`src/rtl/instr_fetch_pkg.sv`:
```
// Shared definitions for the instruction fetch stage: FSM encoding, reset PC
// default and instruction/immediate widths.
package instr_fetch_pkg;

  localparam int INSTR_W = 32;
  localparam int IMM_W   = 16;

  localparam logic [INSTR_W-1:0] RESET_PC_DEFAULT = 32'h0000_0000;

  typedef enum logic {
    FETCH = 1'b0,
    HOLD  = 1'b1
  } fetch_state_e;

endpackage

```
`src/rtl/branch_target_adder.sv`:
```
// Branch target = PC+4 of the branch plus the word-scaled offset, wrapping mod 2^32.
module branch_target_adder
  import instr_fetch_pkg::*;
(
  input  logic [INSTR_W-1:0] pc_plus4,
  input  logic [INSTR_W-1:0] offset_ext,
  output logic [INSTR_W-1:0] target
);

  assign target = pc_plus4 + (offset_ext << 2);

endmodule

```
`src/rtl/instr_fetch.sv`:
```
// Instruction fetch stage: one outstanding memory request, single-entry
// instruction register toward decode. Define FETCH_DELAY_SLOT_EN for delayed branches.
//
// state | meaning
// FETCH | request outstanding at pc, waiting for imem_ack
// HOLD  | if_instr valid, waiting for decode to accept it
module instr_fetch
  import instr_fetch_pkg::*;
#(
  parameter logic [INSTR_W-1:0] RESET_PC = RESET_PC_DEFAULT
)
(
  input  logic                clk,
  input  logic                rst,
  output logic                imem_req,
  output logic [INSTR_W-1:0]  imem_addr,
  input  logic                imem_ack,
  input  logic [INSTR_W-1:0]  imem_rdata,
  input  logic                br_taken,
  input  logic [INSTR_W-1:0]  br_offset_ext,
  input  logic [INSTR_W-1:0]  br_pc_plus4,
  output logic                if_valid,
  input  logic                if_ready,
  output logic [INSTR_W-1:0]  if_instr,
  output logic [INSTR_W-1:0]  if_pc_plus4,
  output logic [IMM_W-1:0]    if_imm
);

  fetch_state_e       state, state_nxt;
  logic [INSTR_W-1:0] pc, pc_nxt, pc_plus4, br_target;
  logic               capture;

  branch_target_adder u_bta (
    .pc_plus4   (br_pc_plus4),
    .offset_ext (br_offset_ext),
    .target     (br_target)
  );

  assign pc_plus4 = pc + 32'd4;

  always_ff @(posedge clk) begin
    if (rst) state <= FETCH;
    else     state <= state_nxt;
  end

`ifdef FETCH_DELAY_SLOT_EN
  logic               pend_vld, pend_vld_nxt;
  logic [INSTR_W-1:0] pend_pc, pend_pc_nxt;

  // A branch never disturbs the fetch in flight; it only redirects the
  // pc update of the next completed fetch. A same-cycle branch is newest.
  always_comb begin
    state_nxt    = state;
    pc_nxt       = pc;
    capture      = 1'b0;
    pend_vld_nxt = pend_vld;
    pend_pc_nxt  = pend_pc;
    if (br_taken) begin
      pend_vld_nxt = 1'b1;
      pend_pc_nxt  = br_target;
    end
    unique case (state)
      FETCH: begin
        if (imem_ack) begin
          capture      = 1'b1;
          state_nxt    = HOLD;
          pend_vld_nxt = 1'b0;
          if (br_taken)      pc_nxt = br_target;
          else if (pend_vld) pc_nxt = pend_pc;
          else               pc_nxt = pc_plus4;
        end
      end
      HOLD: begin
        if (if_ready) state_nxt = FETCH;
      end
      default: state_nxt = FETCH;
    endcase
  end

  always_ff @(posedge clk) begin
    if (rst) begin
      pend_vld <= 1'b0;
      pend_pc  <= '0;
    end else begin
      pend_vld <= pend_vld_nxt;
      pend_pc  <= pend_pc_nxt;
    end
  end
`else
  // Redirect wins over everything; a word returned in the same cycle is dropped.
  always_comb begin
    state_nxt = state;
    pc_nxt    = pc;
    capture   = 1'b0;
    if (br_taken) begin
      pc_nxt    = br_target;
      state_nxt = FETCH;
    end else begin
      unique case (state)
        FETCH: begin
          if (imem_ack) begin
            capture   = 1'b1;
            state_nxt = HOLD;
            pc_nxt    = pc_plus4;
          end
        end
        HOLD: begin
          if (if_ready) state_nxt = FETCH;
        end
        default: state_nxt = FETCH;
      endcase
    end
  end
`endif

  always_ff @(posedge clk) begin
    if (rst) begin
      pc          <= RESET_PC;
      if_instr    <= '0;
      if_pc_plus4 <= '0;
    end else begin
      pc <= pc_nxt;
      if (capture) begin
        if_instr    <= imem_rdata;
        if_pc_plus4 <= pc_plus4;
      end
    end
  end

  // Request is masked during reset so an ack in that cycle has nothing to answer.
  assign imem_req  = (state == FETCH) && !rst;
  assign imem_addr = pc;
  assign if_valid  = (state == HOLD);
  assign if_imm    = if_instr[IMM_W-1:0];

endmodule
```
`config.mk`:
```
export PLATFORM = sky130hd
export DESIGN_NAME = instr_fetch
export DESIGN_NICKNAME = d
export VERILOG_FILES = /design/src/rtl/instr_fetch_pkg.sv /design/src/rtl/branch_target_adder.sv /design/src/rtl/instr_fetch.sv
export SDC_FILE = /design/constraint.sdc
export NUM_CORES = 1
export LEC_CHECK = 0
export ABC_AREA = 1
export BUFFER_PORTS_ARGS = -buffer_cell sky130_fd_sc_hd__buf_2
export CORE_ASPECT_RATIO = 0.7
export CORE_UTILIZATION = 40
export CTS_CLUSTER_DIAMETER = 30
export DETAILED_ROUTE_END_ITERATION = 6
export PLACE_DENSITY = 0.74
export SLEW_MARGIN = 20
export SYNTH_ARGS = -nofsm -noshare
export SYNTH_HDL_FRONTEND = slang
export SYNTH_SLANG_ARGS = --single-unit
```
`constraint.sdc`:
```
create_clock -name clk -period 2.65 [get_ports clk]
set_input_delay 0.53 -clock clk [delete_from_list [all_inputs] [get_ports clk]]
set_output_delay 0.53 -clock clk [all_outputs]
set_load 0.02 [all_outputs]
```
; Word-level counts from Yosys, hierarchy flattened
; Index checks and enable logic that the tools add are counted.
; Widths: inputs -> output; s select.
[totals]
register_bits = 97
inputBits = 101
out_inout_bits = 114
elab_cells = 21
[classes]
n_addsub = 2
n_eq_ne = 1
muxes = 8
bitwise_logic = 1
n_reduce_logical = 5
[op_table]
columns = cell, n
row1 = $mux 32, 3
row2 = $add 32x3->32 const B, 1
row3 = $add 32x32->32, 1
row4 = $mux 1, 4
row5 = $ne 2x2->1 const B, 1
row6 = $pmux 1 s2, 1
row7 = $reduce_and 2->1, 1
row8 = $reduce_bool 2->1, 1
row9 = $reduce_or 2->1, 1
row10 = $logic_and 1x1->1, 1
row11 = $logic_not 1->1, 1
row12 = $not 1->1, 1

; Logic depth before layout (Yosys ltp)
; Gate-level depths: netlist (run 1).
[depth]
ltp_word = 4
mapped_depth = 14
mapped_depth_nobuf = 14

; By module
; Synthesis (run 1) repeated with hierarchy kept, for this count alone.
[hier_totals]
cells_unflattened = 1094
area_unflattened_um2 = 6688.9
[modules_own_cells]
columns = module, n_inst, cells_each, area_each_um2, seq_area_each_um2
row1 = instr_fetch, 1, 646, 4443.0, 1941.9
row2 = branch_target_adder, 1, 448, 2245.9, 0.0

; Least setup slack after synthesis (run 1)
; OpenSTA, ideal clock, no wires.
[synth_path]
path_type = in2reg
from = in br_offset_ext[0]
to = reg pc[12], in the netlist imem_addr[12]
setup_ns = 0.132
arrival_ns = 1.909
required_ns = 2.518
slack_ns = 0.609
stages = 11
n_path_buf = 0
cell_sequence = ha_1 -> fa_1 -> nand2_1 -> nand2_1 -> nand3b_1 -> nand2_1 -> nand2_1 -> nand2_1 -> xor2_1 -> o21ai_0 -> a21oi_1
[synth_between]
elab_chain_cells = 2
[synth_lines]
columns = item, line
row1 = from (decl), instr_fetch.sv:20  ; input logic [INSTR_W-1:0] br_offset_ext,
row2 = $add 32x32->32, branch_target_adder.sv:10  ; assign target = pc_plus4 + (offset_ext << 2);
row3 = $mux 32, instr_fetch.sv:95  ; if (br_taken) begin
row4 = to (signal assigned), instr_fetch.sv:122  ; pc <= pc_nxt;
row5 = to (decl), instr_fetch.sv:30  ; logic [INSTR_W-1:0] pc, pc_nxt, pc_plus4, br_target;
; No other way between the ends.
; A chain may end at the register's enable or synchronous reset.

; Worst setup path in the final report (run 1)
[layout_path]
from = in br_offset_ext[10]
to = reg pc[25], in the netlist imem_addr[25]
; Same word-level chain as after synthesis.

==> results of run 1 <==
==> metal layers <==
metal  routed length, um  vias up  track usage, %
met3                1930       15            6.69
met4                 172        0            4.50
met1               10200     3204            35.9
met5                   0        -               0
met2                8040      264            33.9
li1                    -     3652               -
==> Yosys cell counts <==
cell type / n
nand4_1: 9
xnor2_1: 7
inv_1: 129
a21oi_1: 74
o21bai_1: 8
o21ai_1: 1
or2_1: 1
a31oi_1: 9
nor2_1: 144
o211ai_1: 6
nor2_2: 2
dfxtp_1: 97
inv_2: 1
buf_2: 11
clkinv_1: 1
nand3b_1: 5
or2_2: 3
xor2_1: 21
nand2_1: 303
ha_1: 30
nor3_1: 11
buf_1: 2
buf_4: 18
a21oi_2: 1
nor2_4: 3
a22oi_1: 3
clkbuf_1: 18
nand3_1: 55
nand2_2: 6
fa_1: 1
o21ai_0: 58
nor3_2: 4
a21boi_1: 1
o221ai_1: 1
==> power breakdown <==
part	total, uW	internal, uW	switching (uW)
logic	1110	390	725
registers	1660	1560	101
clock network	1380	770	607
==> stage by stage <==
stage	std cells	hold slack (ns)	instance area [sq um]	power (uW)	util (%)
5_1_grt	1431	0.407	7920	4360	50.6
4_1_cts	1431	0.390	7920	4170	50.6
2_1_floorplan	1044	0.454	6460	2430	-
6_report	1431	0.396	7920	4150	50.6
3_5_place_dp	1415	0.454	7600	2800	48.6
3_3_place_gp	1415	0.447	7600	2780	48.6
==> sequential cells by signal (all words and copies together) (netlist names) <==
signal,count
if_instr,32
if_pc_plus4,32
imem_addr,32
if_valid,1
==> area by class of cell <==
class | instances | area share [%]
Sequential cell | 97 | 24.5
Tap cell | 200 | 3.16
Timing Repair Buffer | 220 | 14.5
Clock buffer | 10 | 3.02
Clock inverter | 6 | 0.933
Multi-Input combinational cell | 767 | 47.7
Inverter | 131 | 6.21
==> cell families (layout without fill, tap and decap cells) <==
family / count (synthesis) / in the layout
fa+ha+maj: 31 / 31
flops: 97 / 97
compound gates: 162 / 162
xor+xnor: 28 / 28
simple gates: 546 / 546
buf+inv: 180 / 367
==> worst max-delay path by stage <==
stage,from,end,cells after the start,slack [ns]
after floorplan,br_offset_ext[0],imem_addr[12],11,0.61
after global placement,br_offset_ext[0],imem_addr[30],14,0.28
after detailed placement,br_offset_ext[0],imem_addr[14],12,0.25
after CTS,br_offset_ext[0],imem_addr[14],12,0.59
final,br_offset_ext[10],imem_addr[25],10,0.53
after global routing,br_offset_ext[0],imem_addr[22],14,0.38
==> critical path: cells and delay by family <==
kind	cells	cell delay, ns
compound gates	3	0.73
buf+inv	2	0.15
simple gates	4	0.56
fa+ha+maj	1	0.35
==> impl_metrics.env, run 1 <==
export IMPL_status="complete, no violations"
export IMPL_cap_violations=0
export IMPL_nNetsFinal=1358
export IMPL_drt_initial_drc_count=562
export IMPL_muxShareOfSynthArea_pct=0
export IMPL_syn_area_sq_um=6460
export IMPL_crit_arrival_ns=2.33
export IMPL_rr_endpoint="imem_addr[18]"
export IMPL_peakVddDrop_mv=0.306
export IMPL_dpl_hpwl_mm=15.9
export IMPL_fp_row_count=38
export IMPL_seqCellArea_sq_um=1940
export IMPL_num_vias=7135
export IMPL_hold_class="in -> reg"
export IMPL_clk_pin_slew_ns=0.07
export IMPL_synthCells=1044
export IMPL_ctsRootBufferMaster="clkbuf_16"
export IMPL_worstPathRequired_ns=2.86
export IMPL_fin_crit_ns=2.12
export IMPL_htreeDepth=3
export IMPL_start_util_pct=41.3
export IMPL_synth_compound_area_share_pct=13.5
export IMPL_setup_viol=0
export IMPL_cts_tree="done"
export IMPL_rsz0062_at_grt="no"
export IMPL_pre_cts_slack_ns=0.248
export IMPL_hold_viol_final=0
export IMPL_post_drt_via_cell_ratio=4.99
export IMPL_port_buffers=212
export IMPL_synth_xor_area_share_pct=3.79
export IMPL_die_h_um=108
export IMPL_grt_max_degree=77
export IMPL_timing_fmax_mhz=472
export IMPL_synth_top_family_by_area="simple AND/OR/NAND/NOR gates"
export IMPL_insertion_delay_ns=0.35
export IMPL_min_to="if_instr[25]"
export IMPL_ys_seq_area_share_pct=30.0
export IMPL_setup_tns_ns=0
export IMPL_drc=0
export IMPL_slew_viol_final=0
export IMPL_yosys_warnings=0
export IMPL_place_gp_congestion=0.947
export IMPL_worst_slack_ns=0.530
export IMPL_slowest_delay_ns=0.48
export IMPL_synth_cell_types=34
export IMPL_num_fill_cells=1672
export IMPL_cp_end_kind="register"
export IMPL_totalWireLength_mm=20.3
export IMPL_dr_pass1_iters=5
export IMPL_synth_simple_area_share_pct=34.8
export IMPL_grtUsageTotal_pct=24.0
export IMPL_post_drt_wl_per_cell_um=14.2
export IMPL_holdBufCountCts=0
export IMPL_multi_input_comb_area_sq_um=3770
export IMPL_clock_path_buffers=2
export IMPL_grt_pass1_wl_mm=31.2
export IMPL_path_cells="buf_2 -> ha_1 -> nand2_1 -> inv_1 -> a21oi_1 -> nor2_1 -> o21ai_0 -> nand4_1 -> nand3_1 -> a21oi_1"
export IMPL_cts_resized_gates=0
export IMPL_holdCritStartpoint="imem_rdata[25]"
export IMPL_synth_top_area_share_pct=30.0
export IMPL_startpoint_type="input port"
export IMPL_powerDensity_nw_per_um2=525
export IMPL_tightest_slew_ns=0.585
export IMPL_fin_crit_sh_pct=80.0
export IMPL_grt_pass1_vias=5988
export IMPL_postSynthNetCount=1176
export IMPL_n_antenna_cell=0
export IMPL_ys_ff_latch=97
export IMPL_overflow=0
export IMPL_numCtsBuffers=9
export IMPL_syn_to_final_growth_pct=22.5
export IMPL_cts_sinks=97
export IMPL_antenna_found_initial=0
export IMPL_crit_fanout=4
export IMPL_fp_dieW_um=154
export IMPL_drive_gt1_share_pct=21.0
export IMPL_layout_cells_most_common="nand2_1"
export IMPL_cpMostUsedCell="a21oi_1"
export IMPL_r2r_start="imem_addr[2]"
export IMPL_rrSetupSlack_ns=0.56
export IMPL_avgSynthCellArea_sq_um=6.19
export IMPL_max_slew_margin_rel_pct=60.6
export IMPL_cts_post_setup_buffers_inserted=0
export IMPL_num_io_pins=215
export IMPL_fin_skew_ns=0.00725
export IMPL_layout_common_cells="303 x nand2_1, 212 x buf_2, 143 x nor2_1"
export IMPL_r2r_cells=9
export IMPL_synthTopCellsByArea="dfxtp_1 30%, nand2_1 18%, nor2_1 8.4%, inv_1 7.5%, ha_1 5.8%"
export IMPL_hold_depth=3
export IMPL_worstSetupPathType="in -> reg"
export IMPL_core_area_sq_um=15600
export IMPL_drt_antenna_violating_nets=0
export IMPL_slowest_stage="o21ai_0"
export IMPL_synth_top_area_cell="dfxtp_1"
export IMPL_synthAdderAreaFrac_pct=6.12
export IMPL_p_leak_uw=0.00421
export IMPL_die_area_sq_um=16700
No activity file was read; power rests on OpenSTA's default activity.
==> run 2: changes to the inputs <==
--- a/config.mk
+++ b/config.mk
@@ -11,7 +11,7 @@
 export CORE_UTILIZATION = 40
 export CTS_CLUSTER_DIAMETER = 30
 export DETAILED_ROUTE_END_ITERATION = 6
-export PLACE_DENSITY = 0.74
+export PLACE_DENSITY = 0.76
 export SLEW_MARGIN = 20
 export SYNTH_ARGS = -nofsm -noshare
 export SYNTH_HDL_FRONTEND = slang
==> constraint.sdc (replaced) <==
create_clock -name clk -period 1.7 [get_ports clk]
set_input_delay 0.34 -clock clk [delete_from_list [all_inputs] [get_ports clk]]
set_output_delay 0.34 -clock clk [all_outputs]
set_load 0.02 [all_outputs]
==> run 2 against run 1 <==
Count of clock-buffer cells in the layout up 3. Clock power up 43%. Sequential power up 55%. Combinational power up 100%. Global-route usage up 2.1 points. Critical path type unchanged.
==> impl_metrics.env, run 2 (synthesis gave the netlist of run 1 again) <==
export IMPL_overflow=0
export IMPL_cap_violations=0
export IMPL_startpoint_type="input port"
export IMPL_design_area_sq_um=9360
export IMPL_rr_endpoint="imem_addr[31]"
export IMPL_num_vias=7776
export IMPL_cts_sinks=97
export IMPL_totalWireLength_mm=22.7
export IMPL_numCtsBuffers=9
export IMPL_clk_pin_slew_ns=0.07
export IMPL_ctsRootBufferMaster="clkbuf_16"
export IMPL_htreeDepth=3
export IMPL_grt_pass1_wl_mm=34.0
export IMPL_timing_fmax_mhz=602
export IMPL_status="complete, no violations"
export IMPL_min_to="if_instr[0]"
export IMPL_cp_end_kind="register"
export IMPL_hold_viol_final=0
export IMPL_cts_tree="done"
export IMPL_switchingPower_uw=2370
export IMPL_antenna_found_initial=0
export IMPL_fp_row_count=38
export IMPL_r2r_cells=8
export IMPL_num_io_pins=215
export IMPL_n_antenna_cell=0
export IMPL_final_cell_count_no_fill=1555
export IMPL_finalPower_uw=6810
export IMPL_fin_crit_sh_pct=97.7
export IMPL_port_buffers=212
export IMPL_peakVddDrop_mv=0.491
export IMPL_worstSetupPathType="in -> reg"
export IMPL_fin_skew_ns=0.00849
export IMPL_post_drt_via_cell_ratio=5.00
export IMPL_comb_power_share_pct=33.1
export IMPL_drive_gt1_share_pct=36.5
export IMPL_syn_to_final_growth_pct=44.7
export IMPL_die_h_um=108
export IMPL_nNetsFinal=1482
export IMPL_max_slew_margin_rel_pct=68.3
export IMPL_crit_arrival_ns=1.88
export IMPL_grtUsageTotal_pct=26.2
export IMPL_pwr_share_clk_pct=29.1
export IMPL_rsz0062_at_grt="yes"
export IMPL_swShare_pct=34.8
export IMPL_layout_common_cells="270 x nand2_1, 210 x buf_2, 126 x inv_1, 126 x buf_4, 124 x nor2_1"
export IMPL_hold_depth=3
export IMPL_drt_antenna_violating_nets=0
export IMPL_powerDensity_nw_per_um2=728
export IMPL_setup_viol=0
export IMPL_clock_path_buffers=2
export IMPL_layout_cells_most_common="nand2_1"
export IMPL_tightest_slew_ns=0.470
export IMPL_setup_tns_ns=0
export IMPL_p_leak_uw=0.00493
export IMPL_worstPathRequired_ns=1.92
export IMPL_hold_class="in -> reg"
export IMPL_drt_initial_drc_count=616
export IMPL_fin_crit_ns=1.66
export IMPL_slew_viol_final=0
export IMPL_holdCritStartpoint="imem_rdata[0]"
export IMPL_place_gp_congestion=0.972
export IMPL_post_drt_wl_per_cell_um=14.6
export IMPL_insertion_delay_ns=0.35
export IMPL_dr_pass1_iters=5
export IMPL_internal_power_uw=4440
export IMPL_crit_fanout=3
export IMPL_drc=0
export IMPL_grt_pass1_vias=6715
export IMPL_grt_max_degree=52
export IMPL_rrSetupSlack_ns=0.05
export IMPL_holdBufCountCts=0
export IMPL_fp_dieW_um=154
export IMPL_dpl_hpwl_mm=17.3
export IMPL_place_area_sq_um=8510
export IMPL_die_area_sq_um=16700
export IMPL_core_area_sq_um=15600
export IMPL_r2r_start="imem_addr[10]"
export IMPL_p_seq_share_pct=37.8
export IMPL_placed_cells=1532
export IMPL_start_util_pct=41.3
## run 2: worst max-delay path by stage
stage                 startpoint             to  slack (ns)  cells past startpoint
5_1_grt            imem_addr[24]  imem_addr[27]       -0.05                      8
4_1_cts             imem_addr[6]  imem_addr[13]      -0.003                      9
3_3_place_gp    br_offset_ext[7]  imem_addr[15]       -0.34                     13
3_5_place_dp    br_offset_ext[2]  imem_addr[15]       -0.35                     11
6_report       br_offset_ext[20]  imem_addr[23]        0.04                     13
2_1_floorplan   br_offset_ext[0]  imem_addr[12]       -0.02                     11
## run 2: layout make-up
class / instances / area [sq um]
tap: 200 / 250
clock inverter: 3 / 25.0
inverter: 131 / 492
multi-input combinational: 767 / 4240
sequential: 97 / 1980
timing repair buffer: 344 / 2110
clock buffer: 13 / 260
fill: 1505 / 6290
## run 2: through the flow
step	worst slack (ns)	hold slack [ns]	utilization, %
2_1_floorplan	-0.0225	0.454	-
5_1_grt	-0.0483	0.217	59.8
4_1_cts	-0.00286	0.202	56.3
3_3_place_gp	-0.339	0.450	54.4
3_5_place_dp	-0.349	0.452	54.4
6_report	0.0399	0.209	59.8
## run 2: what timing repair did
| action | 4_1_cts | 5_1_grt |
|---|---|---|
| setup buffers | 0 | 7 |
| endpoints found under the setup margin | 5 | 39 |
| pin swaps | 0 | 30 |
| resized for setup | 4 | 136 |
## run 2: power groups by stage
stage          sequential (uW)  clock, uW  combinational (uW)
2_1_floorplan             2800          0                 992
3_3_place_gp              2600          0                2030
3_5_place_dp              2600          0                2060
4_1_cts                   2560       2010                2070
5_1_grt                   2600       2090                2460
6_report                  2580       1980                2250
## run 2: routing by layer
metal | share of wire (%) | global-route usage, % | up-vias
met5 | 0 | 0 | -
met4 | 1.0 | 5.86 | 0
met3 | 9.2 | 6.85 | 18
met2 | 43 | 38.6 | 313
met1 | 47 | 37.8 | 3530
li1 | - | - | 3915
## run 2: worst max-delay path: stages
cell     delay (ns)
buf_2          0.10
ha_1           0.32
buf_4          0.16
nand2_1        0.07
nand2_1        0.08
a21oi_1        0.17
nand2_1        0.16
inv_1          0.11
nand3_1        0.07
nand2_1        0.06
nand3_1        0.11
nand2_1        0.09
a21oi_1        0.05
